[config.mk]
export PLATFORM = sky130hd
export DESIGN_NAME = debug_monitor
export DESIGN_NICKNAME = d
export VERILOG_FILES = /design/src/rtl/debug_monitor.sv
export SDC_FILE = /design/constraint.sdc
export NUM_CORES = 1
export LEC_CHECK = 0
export ABC_CLOCK_PERIOD_IN_PS = 6400
export CAP_MARGIN = 10
export CORE_ASPECT_RATIO = 1.75
export CORE_MARGIN = 5
export CORE_UTILIZATION = 40
export DETAILED_ROUTE_END_ITERATION = 8
export DONT_BUFFER_PORTS = 1
export HOLD_SLACK_MARGIN = 0.15
export PLACE_DENSITY = 0.59
export SYNTH_ARGS = -nofsm -noshare
export SYNTH_HDL_FRONTEND = slang
export SYNTH_SLANG_ARGS = --single-unit
[constraint.sdc]
create_clock -name clk -period 6.4 [get_ports clk]
set_input_delay 0.32 -clock clk [delete_from_list [all_inputs] [get_ports clk]]
set_output_delay 0.32 -clock clk [all_outputs]
set_load 0.005 [all_outputs]
[src/rtl/debug_monitor.sv]
// Multi-channel debug monitor: sticky error flags, saturating edge counters,
// and a periodic checksummed telemetry frame streamed over valid/ready.
module debug_monitor #(
    parameter int         NUM_CH       = 2,
    parameter int         DATA_W       = 32,
    parameter int         FRAME_PERIOD = 1024,
    parameter logic [7:0] SYNC_BYTE    = 8'hA5
) (
    input  logic                     clk,
    input  logic                     reset,
    input  logic [NUM_CH*DATA_W-1:0] ch_data,
    input  logic [NUM_CH-1:0]        ch_error,
    input  logic                     clear_sticky,
    output logic [7:0]               tx_data,
    output logic                     tx_valid,
    input  logic                     tx_ready,
    output logic [NUM_CH-1:0]        sticky_err,
    output logic                     err_any,
    output logic [DATA_W-1:0]        debug_data_out
);

    localparam int BPC   = DATA_W / 8;
    localparam int TMR_W = $clog2(FRAME_PERIOD);
    localparam int CH_W  = (NUM_CH > 1) ? $clog2(NUM_CH) : 1;
    localparam int DB_W  = (BPC > 1) ? $clog2(BPC) : 1;

    typedef enum logic [2:0] {IDLE, HDR, CH_CNT, CH_DATA, CSUM} state_t;

    state_t              r_state, w_state_nxt;
    logic [NUM_CH-1:0]   r_err_prev, r_sticky;
    logic [7:0]          r_cnt [NUM_CH];
    logic [TMR_W-1:0]    r_timer;
    logic [1:0]          r_hdr_idx;
    logic [CH_W-1:0]     r_ch_idx;
    logic [DB_W-1:0]     r_byte_idx;
    logic [7:0]          r_csum;
    logic [6:0]          r_seq;
    logic                r_overrun;
    logic                r_err_any;
    logic [DATA_W-1:0]   r_debug;

    logic [7:0]          r_sh_data [NUM_CH][BPC];
    logic [7:0]          r_sh_cnt [NUM_CH];
    logic [7:0]          r_sh_sticky;
    logic                r_sh_ovr;

    logic [NUM_CH-1:0]   w_rise;
    logic                w_tick, w_snap, w_xfer, w_last_byte, w_last_ch;

    assign w_rise      = ch_error & ~r_err_prev;
    assign w_tick      = (r_timer == TMR_W'(FRAME_PERIOD - 1));
    assign w_snap      = w_tick && (r_state == IDLE);
    assign tx_valid    = (r_state != IDLE);
    assign w_xfer      = tx_valid && tx_ready;
    assign w_last_byte = (r_byte_idx == DB_W'(BPC - 1));
    assign w_last_ch   = (r_ch_idx == CH_W'(NUM_CH - 1));

    assign sticky_err     = r_sticky;
    assign err_any        = r_err_any;
    assign debug_data_out = r_debug;

    // A set in the same cycle as clear_sticky wins over the clear.
    always_ff @(posedge clk) begin
        if (reset) begin
            r_err_prev <= '0;
            r_sticky   <= '0;
            r_err_any  <= 1'b0;
            r_debug    <= '0;
            for (int i = 0; i < NUM_CH; i++) r_cnt[i] <= '0;
        end else begin
            // NOTE: non-blocking assignments so every register samples pre-edge values.
            r_err_prev <= ch_error;
            r_err_any  <= |r_sticky;
            r_debug    <= {r_sticky, ch_data[DATA_W-NUM_CH-1:0]};
            for (int i = 0; i < NUM_CH; i++) begin
                if (ch_error[i])       r_sticky[i] <= 1'b1;
                else if (clear_sticky) r_sticky[i] <= 1'b0;
                if (clear_sticky)
                    r_cnt[i] <= {7'd0, w_rise[i]};
                else if (w_rise[i] && (r_cnt[i] != 8'hFF))
                    r_cnt[i] <= r_cnt[i] + 8'd1;
            end
        end
    end

    always_ff @(posedge clk) begin
        if (reset) r_state <= IDLE;
        else       r_state <= w_state_nxt;
    end

    // NOTE: defaults first so no path through this block can infer a latch.
    always_comb begin
        w_state_nxt = r_state;
        tx_data     = 8'h00;
        case (r_state)
            IDLE: if (w_tick) w_state_nxt = HDR;
            HDR: begin
                case (r_hdr_idx)
                    2'd0:    tx_data = SYNC_BYTE;
                    2'd1:    tx_data = {r_sh_ovr, r_seq};
                    default: tx_data = r_sh_sticky;
                endcase
                if (w_xfer && (r_hdr_idx == 2'd2)) w_state_nxt = CH_CNT;
            end
            CH_CNT: begin
                tx_data = r_sh_cnt[r_ch_idx];
                if (w_xfer) w_state_nxt = CH_DATA;
            end
            CH_DATA: begin
                tx_data = r_sh_data[r_ch_idx][r_byte_idx];
                if (w_xfer && w_last_byte) w_state_nxt = w_last_ch ? CSUM : CH_CNT;
            end
            CSUM: begin
                tx_data = r_csum;
                if (w_xfer) w_state_nxt = IDLE;
            end
            default: w_state_nxt = IDLE;
        endcase
    end

    // Timer, frame indices, running checksum, sequence and overrun.
    always_ff @(posedge clk) begin
        if (reset) begin
            r_timer    <= '0;
            r_hdr_idx  <= '0;
            r_ch_idx   <= '0;
            r_byte_idx <= '0;
            r_csum     <= '0;
            r_seq      <= '0;
            r_overrun  <= 1'b0;
        end else begin
            r_timer <= w_tick ? '0 : r_timer + TMR_W'(1);
            if (w_tick) r_overrun <= tx_valid;
            if (w_snap) begin
                r_hdr_idx  <= '0;
                r_ch_idx   <= '0;
                r_byte_idx <= '0;
                r_csum     <= '0;
            end else if (w_xfer) begin
                r_csum <= r_csum ^ tx_data;
                case (r_state)
                    HDR:     r_hdr_idx <= r_hdr_idx + 2'd1;
                    CH_DATA: begin
                        r_byte_idx <= w_last_byte ? '0 : r_byte_idx + DB_W'(1);
                        if (w_last_byte) r_ch_idx <= r_ch_idx + CH_W'(1);
                    end
                    CSUM:    r_seq <= r_seq + 7'd1;
                    default: ;
                endcase
            end
        end
    end

    // NOTE: shadow storage has no reset; it is always loaded at snapshot before it is read.
    always_ff @(posedge clk) begin
        if (w_snap) begin
            r_sh_ovr    <= r_overrun;
            r_sh_sticky <= 8'(r_sticky);
            for (int c = 0; c < NUM_CH; c++) begin
                r_sh_cnt[c] <= r_cnt[c];
                for (int b = 0; b < BPC; b++)
                    r_sh_data[c][b] <= ch_data[c*DATA_W + DATA_W - 8*(b+1) +: 8];
            end
        end
    end

endmodule

* Yosys cells after proc, flatten, opt, wreduce, memory -nomap -nowiden
Memories as Yosys holds them, arrays and structs flattened. A register that Yosys moved wholly into a read port is not among the register bits.
Index checks and enable logic that the tools add are counted.
** Storage, ports and cells
- Memories :: 3
- Flip-flop bits (word level) :: 74
- Bits in writable memories :: 96
- Output and inout bits :: 44
- Word-level logic and storage cells :: 108
- Input port bits :: 70
** Memories
- r_sh_data :: words 2, bits a word 32, read ports 1, clocked after Yosys merged registers in 1, write ports 2, line 42 : logic [7:0] r_sh_data [NUM_CH][BPC];
- r_cnt :: words 2, bits a word 8, read ports 2, clocked after Yosys merged registers in 0, write ports 2, line 31 : logic [7:0] r_cnt [NUM_CH];
- r_sh_cnt :: words 2, bits a word 8, read ports 1, clocked after Yosys merged registers in 1, write ports 2, line 43 : logic [7:0] r_sh_cnt [NUM_CH];
** Operators by class
- $lt $le $gt $ge :: 1
- Reduce and logical (&&, ||, !) cells :: 19
- Eq/ne operators :: 15
- Add/subtract/negate cells :: 7
- Bitwise logic cells :: 9
- Multiplexer cells :: 39
** Operators with widths (number)
- $mux 8 :: 6
- $pmux 8 s4 :: 1
- $mux 1 :: 22
- $mux 3 :: 6
- $add 8x1->8 const B :: 2
- $bmux 8 s2 :: 1
- $ne 8x8->1 const B :: 2
- $pmux 8 s2 :: 1
- $pmux 3 s5 :: 1
- $add 10x1->10 const B :: 1
- $eq 10x10->1 const B :: 1
- $ne 2x2->1 const B :: 5
- $xor 8x8->8 :: 1
- $add 7x1->7 const B :: 1
- $eq 3x2->1 const B :: 2
- $logic_and 1x1->1 :: 6
- $reduce_and 3->1 :: 2
- $reduce_or 2->1 :: 3
- $reduce_and 5->1 :: 1
- $add 2x1->2 const B :: 2
- $eq 2x2->1 const B :: 2
- $or 1x1->1 :: 4
- $reduce_and 2->1 :: 2
- $reduce_bool 2->1 :: 2
- 13 further kinds :: 13

* Depth between registers and ports, before layout
- Word-level depth :: 8
- Gate-level depth with buffers :: 8

* Least setup slack after synthesis
Ideal clock, no wire load.
- Path type :: reg2reg
- Start point :: register r_state[1]
- End point :: register r_csum[2]
- Buffers on the path :: 1
- Setup slack :: 1.824 ns
- Setup time :: 0.123 ns
- Arrival time :: 4.453 ns
- Period minus slack after synthesis :: 4.576 ns
- Data required time :: 6.277 ns
- Cell stages (with the launch flop) :: 7
- Cell sequence :: dfxtp_1 -> buf_6 -> or3_4 -> nor4_4 -> nor2_1 -> o2111ai_1 -> nand2_1
** RTL lines
- start, declared :: line 29 : state_t r_state, w_state_nxt;
- start signal, assigned :: line 88 : else r_state <= w_state_nxt;
- $reduce_bool 3->1 :: line 53 : assign tx_valid = (r_state != IDLE);
- net tx_valid :: line 15 : output logic tx_valid,
- $logic_and 1x1->1 :: line 54 : assign w_xfer = tx_valid && tx_ready;
- end signal, assigned :: line 140 : r_csum <= r_csum ^ tx_data;
- end, declared :: line 36 : logic [7:0] r_csum;
The timed path passes the listed nets, and every way through them passes these cells.
A chain may end at the register's enable or synchronous reset.

==> impl_metrics.csv <==
group,metric,value,unit
clocking,clk_latency,0.42,ns
timing,finalWorstSetupSlack,3.573,ns
route,drt-total-wl,15.87,mm
worst_setup_path,cp-end-kind,"output port",
placement,dp_hpwl,10.83,mm
route,drt-initial-drc-count,216,
clocking,post_cts_buffers,0,
final_layout,layout-drive-gt1-share,0.07532,
timing,rsz0062_at_grt,"no",
route,drtAntennaViolNets,0,
placement,post-place-ws,3.480,ns
global_routing,antenna_found_initial,1,
flow_run,max_cap_violations,0,
power_and_ir_drop,power,0.002254,W
global_routing,grt_usage,0.1660,
placement,gp_congestion,0.9391,
clocking,cts_sinks,171,
synthesis,ys_seq_area_frac,0.6439,
power_and_ir_drop,p_comb_frac,0.048,
placement,numPortBuffers,0,
power_and_ir_drop,p_leak,2.871,nW
synthesis,synth_enable_flop_cells,99,
final_layout,final_cells,851,
timing,slew_headroom,0.2633,
power_and_ir_drop,p_int,0.001743,W
die,die_h,183.2,um
clocking,clk_pin_slew,0.07,ns
global_routing,grt_pass1_wl,24.79,mm
global_routing,overflow,0,
die,initial_core_util,0.4045,
synthesis,synth_cells,543,
clocking,cts.path.max_buffers,2,
timing,finalCriticalPeriod,2.827,ns
timing,fin_setup_tns,0,ns
run_status,run_status,"complete, no violations",
final_layout,fillers,1486,
worst_setup_path,cp-start-kind,"register",
route,vias,4316,
synthesis,synth.distinct_cells,53,
timing,fin_skew,0.01197,ns
power_and_ir_drop,power_density,271.9,mW/mm^2
power_and_ir_drop,seq_power_share,0.535,
timing,finalMaxSlewViolations,0,
final_layout,regArea,0.004415,mm^2
synthesis,syn_nets,622,
placement,dpl.cell_count,749,
timing,finalCritPeriodShare,0.4417,
timing,hold_viol,0,
worst_setup_path,crit_fanout,35,
synthesis,syn-cell-area,0.006855,mm^2
worst_setup_path,crit_chain,"buf_4 > mux2_2 > a222oi_1 > nand2_1",
power_and_ir_drop,power_frac_clock,0.417,
worst_setup_path,criticalPathCategory,"reg -> out",
die,die_x,109.0,um
power_and_ir_drop,p_sw,0.0005112,W
clocking,cts_tree,"done",
route,post_drt_wl_per_cell,18.64,um
global_routing,grt_pass1_vias,4604,
timing,hold_ws,0.1761,ns
timing,setup_violations,0,
clocking,numCtsBuffers,17,
route,drcViolationCount,0,
power_and_ir_drop,p_sw_frac,0.2267,
synthesis,synth.ff_latch_count,171,
synthesis,postSynthAreaPerCell,12.62,um^2
final_layout,antenna_cells,0,
clocking,cts_resized,0,
worst_setup_path,crit_path_max_incr_delay,0.53,ns
worst_setup_path,crit_required,6.08,ns
synthesis,synthFlopType,"edfxtp_1",
clocking,root_buffer,"clkbuf_16",
worst_setup_path,worstPathArrival,2.51,ns
route,drt_first_pass_iters,4,
synthesis,yosys_warnings,0,
timing,max_freq,0.3537,GHz
synthesis,synthArstFlopShare,0,
worst_setup_path,cp_slowest_cell,"buf_4",
die,num_rows,63,
timing,worst_slew_pin_slew,1.105,ns
final_layout,syn_to_final_growth,20.93,%
die,ios,114,
route,vias_per_cell,5.072,
power_and_ir_drop,ir_drop,0.0001625,V
final_layout,finish.net_count,690,
worst_hold_path,hold_path.class,"in -> reg",
die,die_area,0.01996,mm^2
die,core,0.01695,mm^2
clocking,cts_htree_levels,4,
final_layout,multiInputGateArea,0.002285,mm^2
global_routing,grt_max_degree,90,
[timing repair]
action / in CTS / in global routing
hold buffers: 70 / 0
endpoints found under the setup margin: 0 / 0
endpoints found under the hold margin: 124 / 0
[worst max-delay path: cells and delay by family, from the launching register on]
family                 cells  cell delay [ns]
buffers and inverters      1             0.53
DFF                        1             0.43
AOI/OAI and AO/OA          1             0.42
muxes                      1             0.41
and+or+nand+nor            1             0.27
[kinds of logic (layout without fill, tap and decap cells)]
group,after synthesis,in the layout,synth area share
AO/OA/AOI/OAI,62,62,0.06443
XOR/XNOR,27,27,0.03450
adder cells (fa/ha/maj),9,9,0.01643
buffers and inverters,31,112,0.02281
flip-flops,171,171,0.6439
multiplexers,46,46,0.06789
AND/OR/NAND/NOR,197,197,0.1500
[per-layer routing]
| layer | wire length, um | track usage |
|---|---|---|
| met4 | 415 | 0.07331 |
| met3 | 592 | 0.03804 |
| met1 | 5850 | 0.1707 |
| met2 | 9006 | 0.3114 |
| met5 | 0 | 0 |
[power by group through the flow]
stage	Clock, W	Sequential [W]	Combinational (W)
3_3_place_gp	0	0.00123	0.0000591
2_1_floorplan	0	0.00122	0.0000574
5_1_grt	0.00101	0.00121	0.000118
4_1_cts	0.000965	0.00121	0.000108
3_5_place_dp	0	0.00123	0.0000613
6_report	0.000940	0.00121	0.000108
[registers in the layout (all words and copies together), names as in the netlist, named ones only]
register        count
r_sh_ovr            1
r_sh_cnt           16
r_byte_idx          2
r_ch_idx            1
r_err_prev          2
r_sh_data          64
err_any             1
r_seq               7
r_cnt              16
sticky_err          2
r_csum              8
r_hdr_idx           2
r_timer            10
r_sh_sticky         2
r_state             3
debug_data_out     32
r_overrun           1
[area by class of cell]
cell class / instances / share of cell area
multi-input cells: 341 / 0.2756
clock buffers: 18 / 0.05177
inverters: 8 / 0.003622
repair buffers: 72 / 0.08844
clock inverters: 14 / 0.01373
well taps: 227 / 0.03426
flip-flops and latches: 171 / 0.5326
[layout by cell type, fill, tap and decap left out, drive strengths merged, types with 6 or more instances in the layout]
master,count
clkbuf,18
mux2i,42
and3,8
inv,13
ha,9
dlygate4sd3,69
nor2b,38
nor2,51
xnor2,13
a21oi,20
nand3,25
o21ai,6
dfxtp,72
nand2,38
or3,6
edfxtp,99
a22oi,8
xor2,14
[cell usage after synthesis, drive strengths merged, types with 2 or more instances]
cell | n | area share
buf | 9 | 0.011
xor2 | 14 | 0.018
a21oi | 20 | 0.015
mux2 | 4 | 0.0066
or3 | 6 | 0.0062
or2 | 4 | 0.0036
nor3 | 2 | 0.0015
mux2i | 42 | 0.061
and3b | 2 | 0.0026
and2 | 5 | 0.0046
xnor2 | 13 | 0.017
a221oi | 4 | 0.0051
clkbuf | 14 | 0.0077
a2111o | 4 | 0.0066
inv | 8 | 0.0044
nor4 | 2 | 0.0040
o2111ai | 2 | 0.0026
a222oi | 3 | 0.0044
nor2 | 51 | 0.028
nand4 | 5 | 0.0046
nor3b | 3 | 0.0047
and3 | 8 | 0.0073
nand3b | 3 | 0.0033
o22ai | 2 | 0.0018
edfxtp | 99 | 0.43
nand2 | 38 | 0.021
o21ai | 6 | 0.0044
a21o | 5 | 0.0055
ha | 9 | 0.016
dfxtp | 72 | 0.21
nand3 | 25 | 0.018
nor2b | 38 | 0.035
a22oi | 8 | 0.0088
[worst paths after layout]
| path | from | slack, ns | to | cells after the start |
|---|---|---|---|---|
| hold / removal | clear_sticky | 0.18 | sticky_err[0] | 2 |
| hold reg to reg | r_timer[0] | 0.47 | r_timer[0] | 1 |
| setup / recovery | register | 3.57 | tx_data[7] | 4 |
| setup reg to reg | r_state[0] | 3.59 | r_csum[2] | 6 |
[per-stage QoR]
stage                 util  instance area [um^2]
floorplan                -                  6855
global placement    0.4148                  7029
detailed placement  0.4148                  7029
CTS                 0.4892                  8290
global route        0.4892                  8290
finish              0.4892                  8290
Note: power is estimated with default switching activity, not from simulation.
